**src/rtl/instruction_fetch_unit.sv**
```systemverilog
// Instruction fetch unit: owns the program counter, reads the combinational
// instruction memory one word per cycle, and buffers {instruction, pc}
// pairs in a small prefetch FIFO that is presented to decode over a
// valid/ready handshake. A branch redirect flushes the FIFO and reloads the
// pc. Fetching stops once the pc leaves the program image.
module instruction_fetch_unit #(
    parameter int ADDR_W     = 32,
    parameter int RESET_PC   = 0,
    parameter int PROG_BYTES = 28,
    parameter int DEPTH      = 2
) (
    input  logic                       clk,
    input  logic                       rst,
    output logic [ADDR_W-1:0]          imem_address,
    input  logic [31:0]                imem_instruction,
    input  logic                       branch_taken,
    input  logic [ADDR_W-1:0]          branch_addr,
    output logic                       out_valid,
    input  logic                       out_ready,
    output logic [31:0]                out_instruction,
    output logic [ADDR_W-1:0]          out_pc,
    output logic [ADDR_W-1:0]          out_pc_plus4,
    output logic [$clog2(DEPTH):0]     fifo_count,
    output logic                       halted
);

    localparam int PTR_W = $clog2(DEPTH);
    localparam int CNT_W = PTR_W + 1;

    // Word alignment mask: clears the two byte-offset bits of an address.
    localparam logic [ADDR_W-1:0] ALIGN_MASK = {{(ADDR_W-2){1'b1}}, 2'b00};
    localparam logic [ADDR_W-1:0] PC_STEP    = ADDR_W'(32'd4);
    localparam logic [ADDR_W-1:0] PROG_END   = ADDR_W'(PROG_BYTES);
    localparam logic [ADDR_W-1:0] RESET_PC_A = ADDR_W'(RESET_PC) & ALIGN_MASK;
    localparam logic [CNT_W-1:0]  CNT_FULL   = CNT_W'(DEPTH);
    localparam logic [CNT_W-1:0]  CNT_ONE    = CNT_W'(1);
    localparam logic [CNT_W-1:0]  CNT_ZERO   = {CNT_W{1'b0}};
    localparam logic [PTR_W-1:0]  PTR_ONE    = PTR_W'(1);
    localparam logic [PTR_W-1:0]  PTR_ZERO   = {PTR_W{1'b0}};

    // Architectural state.
    logic [ADDR_W-1:0] pc_r;
    logic [PTR_W-1:0]  wr_ptr_r;
    logic [PTR_W-1:0]  rd_ptr_r;
    logic [CNT_W-1:0]  count_r;
    logic [31:0]       fifo_instr_r [DEPTH];
    logic [ADDR_W-1:0] fifo_pc_r    [DEPTH];

    // Next-state and handshake signals.
    logic [ADDR_W-1:0] pc_nxt_s;
    logic [PTR_W-1:0]  wr_ptr_nxt_s;
    logic [PTR_W-1:0]  rd_ptr_nxt_s;
    logic [CNT_W-1:0]  count_nxt_s;
    logic              out_valid_s;
    logic              pop_s;
    logic              push_s;
    logic              in_program_s;
    logic              has_room_s;
    logic [ADDR_W-1:0] redirect_pc_s;

    // Handshake decode: a slot frees up either from spare capacity or from a
    // pop in the same cycle, so a full FIFO still streams at one word/cycle.
    always_comb begin
        out_valid_s   = (count_r != CNT_ZERO);
        pop_s         = out_valid_s & out_ready;
        in_program_s  = (pc_r < PROG_END);
        has_room_s    = (count_r < CNT_FULL) | pop_s;
        push_s        = ~branch_taken & in_program_s & has_room_s;
        redirect_pc_s = branch_addr & ALIGN_MASK;
    end

    // Next-state logic: a redirect overrides fetch and flushes the FIFO; a
    // pop in the same cycle is simply absorbed by the flush.
    always_comb begin
        pc_nxt_s     = pc_r;
        wr_ptr_nxt_s = wr_ptr_r;
        rd_ptr_nxt_s = rd_ptr_r;
        count_nxt_s  = count_r;
        if (branch_taken) begin
            pc_nxt_s     = redirect_pc_s;
            wr_ptr_nxt_s = PTR_ZERO;
            rd_ptr_nxt_s = PTR_ZERO;
            count_nxt_s  = CNT_ZERO;
        end else begin
            if (push_s) begin
                pc_nxt_s     = pc_r + PC_STEP;
                wr_ptr_nxt_s = wr_ptr_r + PTR_ONE;
            end else begin
                pc_nxt_s     = pc_r;
                wr_ptr_nxt_s = wr_ptr_r;
            end
            if (pop_s) begin
                rd_ptr_nxt_s = rd_ptr_r + PTR_ONE;
            end else begin
                rd_ptr_nxt_s = rd_ptr_r;
            end
            case ({push_s, pop_s})
                2'b10:   count_nxt_s = count_r + CNT_ONE;
                2'b01:   count_nxt_s = count_r - CNT_ONE;
                default: count_nxt_s = count_r;
            endcase
        end
    end

    // Control registers: pc, FIFO pointers and occupancy.
    always_ff @(posedge clk or negedge rst) begin
        if (!rst) begin
            pc_r     <= RESET_PC_A;
            wr_ptr_r <= PTR_ZERO;
            rd_ptr_r <= PTR_ZERO;
            count_r  <= CNT_ZERO;
        end else begin
            pc_r     <= pc_nxt_s;
            wr_ptr_r <= wr_ptr_nxt_s;
            rd_ptr_r <= rd_ptr_nxt_s;
            count_r  <= count_nxt_s;
        end
    end

    // FIFO storage: captures the fetched word and its pc at the tail; cleared
    // on reset so the head outputs read as zero until the first fetch.
    always_ff @(posedge clk or negedge rst) begin
        if (!rst) begin
            for (int i = 0; i < DEPTH; i++) begin
                fifo_instr_r[i] <= 32'h0000_0000;
                fifo_pc_r[i]    <= {ADDR_W{1'b0}};
            end
        end else if (push_s) begin
            fifo_instr_r[wr_ptr_r] <= imem_instruction;
            fifo_pc_r[wr_ptr_r]    <= pc_r;
        end
    end

    // Outputs come straight from registers; imem_instruction only reaches
    // them through the FIFO storage, so there is no combinational path.
    always_comb begin
        imem_address    = pc_r;
        out_valid       = out_valid_s;
        out_instruction = fifo_instr_r[rd_ptr_r];
        out_pc          = fifo_pc_r[rd_ptr_r];
        out_pc_plus4    = fifo_pc_r[rd_ptr_r] + PC_STEP;
        fifo_count      = count_r;
        halted          = ~in_program_s & ~out_valid_s;
    end

endmodule

```
**config.mk**
```make
export PLATFORM = sky130hd
export DESIGN_NAME = instruction_fetch_unit
export DESIGN_NICKNAME = d
export VERILOG_FILES = /design/src/rtl/instruction_fetch_unit.sv
export SDC_FILE = /design/constraint.sdc
export NUM_CORES = 1
export LEC_CHECK = 0
export BUFFER_PORTS_ARGS = -buffer_cell sky130_fd_sc_hd__buf_2
export CAP_MARGIN = 10
export CELL_PAD_IN_SITES_DETAIL_PLACEMENT = 1
export CELL_PAD_IN_SITES_GLOBAL_PLACEMENT = 2
export CORE_MARGIN = 2
export CORE_UTILIZATION = 25
export DETAILED_ROUTE_END_ITERATION = 16
export PLACE_DENSITY = 0.62
export SETUP_SLACK_MARGIN = 0.2
export SYNTH_ARGS = -nofsm -noshare
export SYNTH_HDL_FRONTEND = slang
export SYNTH_SLANG_ARGS = --single-unit
```
**constraint.sdc**
```tcl
create_clock -name clk -period 3.4 [get_ports clk]
set_input_delay 0.34 -clock clk [delete_from_list [all_inputs] [get_ports clk]]
set_output_delay 0.34 -clock clk [all_outputs]
set_load 0.05 [all_outputs]
```
Word level (Yosys, flattened, before mapping)

Index checks and enable logic that the tools add are counted.
Widths: inputs -> output; s select.

Register bits: 164
Word-level logic and storage cells: 54

$add $sub $neg: 6
Reductions and logical operators: 5
Bitwise logic cells: 10
Muxes and demuxes: 18
$lt $le $gt $ge: 5
Equal/unequal tests: 2

Operators with widths:

| operator              | count |
|---|---|
| $mux 32               | 9 |
| $bwmux 64             | 2 |
| $add 32x3->32 const B | 2 |
| $demux 32 s1          | 1 |
| $lt 32x5->1 const B   | 1 |
| $reduce_bool 2->1     | 3 |
| $and 1x1->1           | 4 |
| $ge 2x2->1 const B    | 2 |
| $mux 1                | 4 |
| $not 1->2             | 2 |
| $pmux 2 s2            | 1 |
| $not 1->1             | 3 |
| $reduce_bool 3->1     | 1 |
| $add 1x1->1 const B   | 2 |
| $add 2x1->2 const B   | 1 |
| $eq 2x1->1 const B    | 1 |
| $eq 2x2->1 const B    | 1 |
| $lt 2x1->1 const B    | 1 |
| $lt 2x2->1 const B    | 1 |
| $mux 2                | 1 |
| $sub 2x1->2 const B   | 1 |
| $logic_and 1x1->1     | 1 |
| $or 1x1->1            | 1 |

Longest topological paths before layout

Depth in word-level cells: 7
Gate-level depth with buffers: 12

Least setup slack after synthesis

Ideal clock, no wire load.

Path type: reg-to-output
Start: register rd_ptr_r
End: output port out_pc_plus4[26]
Stages on the path, launching flop included: 13
Setup slack: -1,538 ps
Path buffers: 4
Data arrival time: 4,598 ps
Cells stage by stage: dfrtp_1 > buf_4 > buf_2 > buf_1 > buf_1 > mux2i_1 > inv_1 > ha_1 > inv_1 > a211oi_1 > nand4_1 > nor3_1 > xnor2_1

Cells in the longest elaborated chain, start to end: 5

RTL lines:

| item                     | RTL line | RTL |
|---|---|---|
| start: declaration       | 44       | `logic [PTR_W-1:0] rd_ptr_r;` |
| start signal: assignment | 115      | `rd_ptr_r <= rd_ptr_nxt_s;` |
| $not 1->2                | -        |  |
| $mux 32 (3 in series)    | -        |  |
| via out_pc[2]            | 21       | `output logic [ADDR_W-1:0] out_pc,` |
| $add 32x3->32            | 141      | `out_pc_plus4 = fifo_pc_r[rd_ptr_r] + PC_STEP;` |
| end: declaration         | 22       | `output logic [ADDR_W-1:0] out_pc_plus4,` |

The timed path passes the listed nets, and every way through them passes these cells. The select of a mux whose other input is x is not followed.

Worst setup path in the final report

Start: register rd_ptr_r
End: output port out_pc_plus4[26]

Cells in the longest elaborated chain, start to end: 5

RTL lines:

| item                                        | RTL line |
|---|---|
| $not 1->2 (not written as such)             | 141 |
| $mux 32 (not written as such) (3 in series) | 141 |
| $add 32x3->32                               | 141 |

No other way between the ends. The select of a mux whose other input is x is not followed.

==> summary.md <==
| Metric | Value |
|---|---|
| Core box area | 28,500 um^2 |
| Die Width | 174 um |
| Async set or reset register ratio after synthesis | 100% |
| DP Wirelength | 13.8 mm |
| Critical path class | reg -> out |
| Worst r2r path cells | 7 |
| Final setup violation count | 0 |
| CTS Hold Bufs | 0 |
| Post-Synth XOR/XNOR Area | between 3 and 4% |
| Synth area leaders | dfrtp_1 (55%), mux2_2 (23%), nor2b_1 (2.7%) |
| Drt first pass iters | 4 |
| Setup TNS | 0 ns |
| DRT iter0 DRCs | just under 100 |
| Boundary Pins | 200 |
| CTS Buf Count | 17 |
| IR drop worst, VDD | 0.293 mV |
| Simple-gate share of the synthesized area | between 10% and 20% |
| DRC Markers | 0 |
| WL final | 19.8 mm |
| Total gr overflow | 0 |
| Number of synthesized flops with an enable pin | 0 |
| Status | finished, final reports clean |
| Worst setup margin | 0.318 ns |
| Row count | 62 |
| Worst slew pin tran | about 1 ns |
| Area growth, synth to finish | 35.1% |
| Post-synthesis mux area share | 24.3% |
| Die Footprint | 30,200 um^2 |
| CTS Buffer Depth | 2 |
| Max Clock Freq | around 320 MHz |
| Relative slew slack | 32.2% |
| Startpoint types | register |
| Crit path arrival time | roughly 2.7 ns |
| Register bit count reported by yosys | ~160 |
| Pre-CTS setup slack | around 0.37 ns |
| WP data required | 3.06 ns |
| Initial antenna violation count | 0 |
| Post-synth cell types | 41 |
| Worst r2r src | imem_address[31] |
| TritonCTS clock tree | built |
| Most frequent cells after synthesis | dfrtp_1 (158), mux2_2 (145), nor2b_1 (31), and2_1 (28), nand2_1 (21) |
| GRT Overall Usage | 13.3% |
| CP max FO | 8 |
| Largest family of logic cells by synthesized area | multiplexers |
| # port buffers | 191 |
| Storage element area | around 4000 um^2 |
| Routed len/inst | ~17 um |
| GP Congestion | 0.752 |
| Leak Pwr | approximately 4.9 nW |
| Fillcell total | roughly 3,200 |
| Fin area | 9730 um^2 |
| Placed cell area | 8890 um^2 |
| Worst-path clk slew | roughly 0.070 ns |
| Mapped Cells | 558 |
| Pwr per Cell Area | approximately 450 nW/um^2 |
| Synth Area in Adders | less than 1% |
| Most frequent cell after synthesis | dfrtp_1 |
| Max Cap Viol | 0 |
| Clk sinks | 158 |
| Final hold vios | 0 |
| Layout cell share with drive strength beyond 1 | 55.5% |
| Largest net degree at the start of global routing | 107 |
| CP Launch Point | rd_ptr_r |
| Seq/Total Area, Yosys | 54.9% |
| Final min period | 3.08 ns |
| Detail Route Antenna Nets | 0 |
| Synth Flop Type | dfrtp_1 |
| Post-synthesis area per instance | 12.9 um^2 |
| Pwr Total | 4.35 mW |
| CTS root buf | clkbuf_16 |
| Crit path capture type | output pin |
| Post-synthesis compound-gate area fraction | 2.33% |
| H-tree depth | 4 |
| Final period util | 90.7% |
| Initial core utilization | 25.2% |
| Unrepaired setup endpoints after global routing | yes |
| Vias in the first global route | 5,686 |
| Via Count | 5,140 |
| Ys Warns | 0 |
| Share of the synthesized area in the top cell type | 54.9% |
| Hold Crit Class | in -> async |
| Vias per Instance | roughly 4.4 |
| Synth Cell Area | about 7200 um^2 |
| Clk Latency, worst-skew pair | 0.42 ns |
| Clk_skew | 0.0130 ns |
| Die H | 174 um |
| # nets final | 841 |
| Global-route wire length before repair | 31.8 mm |
| Post-synth top area cell | dfrtp_1 |
| Max-slew violations | 0 |
| Multi-input logic area | between 3000 and 4000 um^2 |
[cells by family (layout without fill, tap and decap cells)]
kind of cell	Yosys count	after routing
fa+ha+maj	2	2
mux	157	157
xor+xnor	29	29
simple gates	141	141
compound gates	26	26
flops	158	158
buf+inv	44	265
other cells	1	7
[routing by layer]
layer	up-vias	routed length, um	global-route usage [%]
met1	2611	8560	16.0
met3	12	1320	4.41
met5	-	0	0
met2	149	9680	22.8
li1	2368	-	-
met4	0	197	3.29
[sequential cells by signal, indices dropped and copies added, names as in the netlist]
signal / flops
fifo_instr_r: 64
fifo_pc_r: 60
rd_ptr_r: 1
imem_address: 30
wr_ptr_r: 1
fifo_count: 2
[layout make-up]
cell class / instances / share of cell area [%]
diodes: 1 / 0.0257
repair buffers: 220 / 13.0
well taps: 384 / 4.94
clock buffers: 20 / 4.79
clock inverters: 12 / 1.27
multi-input cells: 361 / 34.8
flip-flops and latches: 158 / 40.7
inverters: 13 / 0.540
[path summary, 6_finish.rpt]
| path | endpoint | slack [ns] |
|---|---|---|
| setup / recovery | out_pc_plus4[26] | 0.32 |
| hold / removal | fifo_instr_r[35] | 0.04 |
| setup reg to reg | fifo_pc_r[36] | 0.76 |
| hold reg to reg | fifo_pc_r[31] | 0.49 |
| max in group asynchronous | fifo_pc_r[19] | 2.39 |
| min in group clk | imem_address[3] | 0.14 |
[per-stage QoR]
stage	util (%)	hold slack [ns]	cells
final	34.1	0.0400	1169
after global routing	34.1	0.123	1168
after CTS	33.7	0.0929	1165
after detailed placement	31.1	0.466	1125
after global placement	31.1	0.465	1125
after floorplan	-	0.0444	563
[worst max-delay path, cell delays in order (launching register included)]
cell,delay [ns]
dfrtp_4,0.51
buf_4,0.17
mux2i_4,0.19
clkinvlp_4,0.09
ha_4,0.14
inv_2,0.05
a211oi_4,0.27
nand4_1,0.14
buf_6,0.19
nor3_4,0.25
xnor2_4,0.15
buf_6,0.18
[repair_timing]
action	4_1_cts	5_1_grt
hold endpoints to repair	0	0
buffers inserted	8	3
gates cloned	0	0
setup endpoints to repair	13	16
gates resized for setup	19	19
pin swaps	2	7
[power breakdown]
group	switching, mW	internal (mW)
clock network	0.833	1.09
logic	0.323	0.129
registers	0.0427	1.93
total	1.20	3.15
[placed cells by master (no fill, tap or decap), types with 5 or more instances in the layout]
master | synthesis | routed
nand2_1 | 21 | 21
dfrtp_1 | 158 | 157
mux2_2 | 145 | 145
xor2_1 | 11 | 7
buf_6 | 0 | 7
nor2b_1 | 31 | 31
and2_1 | 28 | 28
conb_1 | 1 | 6
nand4_1 | 10 | 10
xnor2_4 | 0 | 5
o21ai_0 | 7 | 7
buf_4 | 11 | 31
mux2i_1 | 12 | 11
buf_2 | 6 | 177
a21oi_1 | 7 | 5
inv_1 | 13 | 11
nand3_1 | 10 | 10
nand3b_1 | 6 | 6
nor4_1 | 8 | 6
xnor2_1 | 18 | 9
clkbuf_16 | 0 | 17
Power figures use the tool's default switching activity.
